===== src/rtl/ddio_out_mc.sv =====
// ddio_out_mc: multi-channel DDR output register with pipeline, output enable, clear/set and pattern modes
// Ports:
//   clk      - system clock, both edges used
//   aclr     - asynchronous clear, active-high
//   clk_en   - posedge pipeline advance enable
//   datain_h - posedge word per channel, channel c at [c*WIDTH +: WIDTH]
//   datain_l - negedge word per channel, same packing
//   oe       - per-channel output enable
//   sclr     - synchronous clear to 0 (wins over sset)
//   sset     - synchronous set to all-1
//   mode     - 0 DDR, 1 SDR, 2 training, 3 walking-one
//   dataout  - DDR pin data: high-phase word while clk=1, low-phase word while clk=0
//   oe_out   - output enable aligned with dataout
module ddio_out_mc #(
   parameter int              WIDTH     = 8,
   parameter int              NCH       = 3,
   parameter int              PIPE      = 1,
   parameter logic [WIDTH-1:0] TRAIN_PAT = 8'hA5
) (
   input  logic                 clk,
   input  logic                 aclr,
   input  logic                 clk_en,
   input  logic [NCH*WIDTH-1:0] datain_h,
   input  logic [NCH*WIDTH-1:0] datain_l,
   input  logic [NCH-1:0]       oe,
   input  logic                 sclr,
   input  logic                 sset,
   input  logic [1:0]           mode,
   output logic [NCH*WIDTH-1:0] dataout,
   output logic [NCH-1:0]       oe_out
);
   localparam int W = NCH*WIDTH;
   if (PIPE < 1 || PIPE > 4) begin : g_bad_pipe
      $error("ddio_out_mc: PIPE must be in 1..4");
   end
   logic [W-1:0]     h_pipe  [PIPE];
   logic [W-1:0]     l_pipe  [PIPE];
   logic [NCH-1:0]   oe_pipe [PIPE];
   logic [W-1:0]     h1, l1, out_l;
   logic [WIDTH-1:0] walk, walk_nx;
   logic [1:0]       prev_mode;
   // entering mode 3 restarts the walk at bit0, staying in it rotates left
   assign walk_nx = (prev_mode == 2'd3) ? ((walk << 1) | (walk >> (WIDTH-1))) : WIDTH'(1);
   always_comb begin
      h1 = sclr ? '0 : sset ? '1 : (mode == 2'd0 || mode == 2'd1) ? datain_h :
           (mode == 2'd2) ? {NCH{TRAIN_PAT}} : {NCH{walk_nx}};
      l1 = sclr ? '0 : sset ? '1 : (mode == 2'd0) ? datain_l : (mode == 2'd1) ? datain_h :
           (mode == 2'd2) ? {NCH{~TRAIN_PAT}} : {NCH{walk_nx}};
   end
   always_ff @(posedge clk or posedge aclr)
      if (aclr) begin
         for (int i = 0; i < PIPE; i++) begin
            h_pipe[i]  <= '0;
            l_pipe[i]  <= '0;
            oe_pipe[i] <= '0;
         end
         walk      <= '0;
         prev_mode <= '0;
      end else if (clk_en) begin
         h_pipe[0]  <= h1;
         l_pipe[0]  <= l1;
         oe_pipe[0] <= oe;
         for (int i = 1; i < PIPE; i++) begin
            h_pipe[i]  <= h_pipe[i-1];
            l_pipe[i]  <= l_pipe[i-1];
            oe_pipe[i] <= oe_pipe[i-1];
         end
         prev_mode <= mode;
         if (mode == 2'd3) walk <= walk_nx;
      end
   // low-phase word is retimed on the falling edge so it is stable for the whole low phase
   always_ff @(negedge clk or posedge aclr)
      if (aclr) out_l <= '0;
      else      out_l <= l_pipe[PIPE-1];
   assign oe_out = oe_pipe[PIPE-1];
   for (genvar c = 0; c < NCH; c++) begin : g_ch
      assign dataout[c*WIDTH +: WIDTH] = oe_out[c] ?
         (clk ? h_pipe[PIPE-1][c*WIDTH +: WIDTH] : out_l[c*WIDTH +: WIDTH]) : '0;
   end
endmodule

===== config.mk =====
export PLATFORM = sky130hd
export DESIGN_NAME = ddio_out_mc
export DESIGN_NICKNAME = d
export VERILOG_FILES = /design/src/rtl/ddio_out_mc.sv
export SDC_FILE = /design/constraint.sdc
export NUM_CORES = 1
export LEC_CHECK = 0
export CORE_AREA = 2 2 98 91
export CTS_CLUSTER_SIZE = 40
export DETAILED_ROUTE_END_ITERATION = 10
export DIE_AREA = 0 0 100 93
export PLACE_DENSITY = 0.77
export SKIP_LAST_GASP = 1
export SLEW_MARGIN = 30
export SYNTH_ARGS = -nofsm -noshare
export SYNTH_HDL_FRONTEND = slang
export SYNTH_SLANG_ARGS = --single-unit

===== constraint.sdc =====
create_clock -name clk -period 6.7 [get_ports clk]
set_input_delay 1.005 -clock clk [delete_from_list [all_inputs] [get_ports clk]]
set_output_delay 1.005 -clock clk [all_outputs]
set_load 0.05 [all_outputs]

==> reports/metrics.cfg <==
[outcome]
status=complete, no violations

[logic_synthesis]
yosys.area.top_type_share_pct=37.8
syn-instance-count=357
async_flop_share_pct=100
ys_seq_area_share_pct=52.6
synth_area_per_cell_um2=11.3
yosys_warnings=0
synth_edf_count=0
ys_dominant_reg_cell=dfrtp_1
synth_nets=415
netlist_top_cells_area=dfrtp_1 38%, dfrtn_1 15%, mux2i_1 8.9%
synth_cell_type_count=38
synth_seq_cells=85
synth_area_leader_cell=dfrtp_1
syn_area_um2=4040

[place]
io_buffer_count=84
hpwlAfterDp_um=6920
gp_congestion=0.820

[drt]
routed_wl_um=10700
via_count=3258
drc=0
top_layer=met4
wl_met3_um=846
first_pass_iters=5
vias_per_cell=5.97
first_iter_violations=237
ant_nets=0
wl_per_cell_um=19.7
met1Wirelength_um=4400
wl_met2_um=5120

[floorplan]
die_w_um=100
core_um2=8330
dieArea_um2=9300
num_rows=32
io_pins=85
die_h_um=93
start_util_pct=48.5

[pwr]
power_frac_clock_pct=60.2
p_switching_mw=0.668
comb_power_share_pct=8.2
p_sw_share_pct=35.0
leakagePower_nw=2.24
p_int_mw=1.24
worst_ir_drop_vdd_mv=0.168
p_seq_share_pct=31.6
power.density_nw_per_um2=357

[sta]
rsz0062_at_grt=false
tns_ns=0
maxSlewViolCount=0
fin_skew_ns=0.00849
hold_viol_final=0
fin_hold_ws_ns=0.498
setup_viol=0
slew_headroom_pct=46.2
tightest_slew_ns=0.805

[finish]
areaGrowthSynthToFinish_pct=32.0
fillers=669
n_antenna_cell=0
final_common_cell=clkdlybuf4s50_1
drive_gt1_share_pct=12.4
nNetsFinal=497
mostFrequentLayoutCells=84 x clkdlybuf4s50_1, 61 x dfrtp_1, 37 x nor2b_1

[setup_path]
worstPathMaxFanout=1
cp.depth=3
r2r_cells=0
cp.arrival_ns=5.28
cp_slowest_stage_delay_ns=0.83
cp_top_family=buffers and inverters
slowest_stage=clkdlybuf4s50_1
critPathBufInv=1
worst_setup_path_start_kind=flop
path_class=flop to output pin
crit_chain=mux2i_1 -> nor2b_1 -> clkdlybuf4s50_1
cp_data_required_time_ns=5.69
end_kind=output pin

[clocking]
post_cts_buffers=0
cts_hold_buf=0
insertion_delay_ns=0.46
path_clk_slew_ns=0.08
ctsResizeCount=0
cts_tree=done

[hold_path]
hold_path.class=flop to flop
whs_path_depth=1

[global_route]
grt_max_degree=53
gr-total-overflow=0
grt_pass1_wl_um=17300
antenna_found_initial=0
grt_use_total_pct=24.7
grt_pass1_vias=3573

[run]
cap_violations=0

stage by stage:
| step | instances | utilization (%) | total power [mW] | area [um^2] | worst slack, ns |
|---|---|---|---|---|---|
| final | 546 | 64.1 | 1.91 | 5340 | 0.419 |
| after global routing | 546 | 64.1 | 1.99 | 5340 | 0.332 |
| after CTS | 546 | 64.0 | 1.93 | 5330 | 0.366 |
| after global placement | 520 | 58.9 | 1.16 | 4910 | 1.04 |
| after floorplan | 357 | - | 1.07 | 4040 | 0.271 |
| after detailed placement | 520 | 58.9 | 1.17 | 4910 | 1.00 |
power groups by stage:
stage                     logic [mW]  clock network (mW)  registers [mW]
after CTS                      0.155                1.17           0.603
after global routing           0.170                1.21           0.609
final                          0.156                1.15           0.603
after detailed placement       0.153               0.400           0.613
after global placement         0.151               0.400           0.608
after floorplan               0.0892               0.381           0.603
worst paths after layout:
check                                    endpoint              startpoint  slack, ns
max                                    dataout[6]      out_l[6]$_DFF_NP0_       0.42
min                        h_pipe[14]$_DFFE_PP0P_  h_pipe[14]$_DFFE_PP0P_       0.50
max reg2reg                    out_l[1]$_DFF_NP0_   l_pipe[1]$_DFFE_PP0P_       2.79
min reg2reg                h_pipe[14]$_DFFE_PP0P_  h_pipe[14]$_DFFE_PP0P_       0.50
max in group asynchronous      out_l[3]$_DFF_NP0_                    aclr       2.08
min in group asynchronous  l_pipe[12]$_DFFE_PP0P_                    aclr       0.82
cells in the mapped netlist (7+ instances only):
cell type,count
dfrtp_1,61
nand2_1,9
nand2b_1,7
a21oi_1,27
nor2b_1,37
a211oi_1,11
o221ai_1,8
mux2i_1,36
buf_2,14
dfrtn_1,24
clkbuf_1,10
a31oi_1,12
o2bb2ai_1,16
o21ai_0,29
mux2_2,14
area by class of cell:
type	count	area [um^2]	share of cell area [%]
sequential	85	2130	39.9
multi-input combinational	237	1730	32.4
timing repair buffer	67	666	12.5
clock buffer	43	569	10.7
tap	102	128	2.39
clock inverter	7	97.6	1.83
inverter	5	20.0	0.375
kinds of logic (layout without fill, tap and decap cells):
logic type      Yosys count  count (layout)  share of synthesized area (%)
compound gates          117             117                           19.0
buf+inv                  35             122                           4.70
flops                    85              85                           52.6
mux                      50              50                           12.8
simple gates             70              70                           10.9
routing by layer:
layer / track usage [%] / vias up
met1: 30.6 / 1586
li1: - / 1484
met4: 16.4 / 0
met3: 10.8 / 32
met5: 0 / -
met2: 35.0 / 156
registers in the layout (all words and copies together), names as in the netlist:
register / count
h_pipe: 24
l_pipe: 24
out_l: 24
walk: 8
oe_out: 3
prev_mode: 2
No activity file was read; power rests on OpenSTA's default activity.
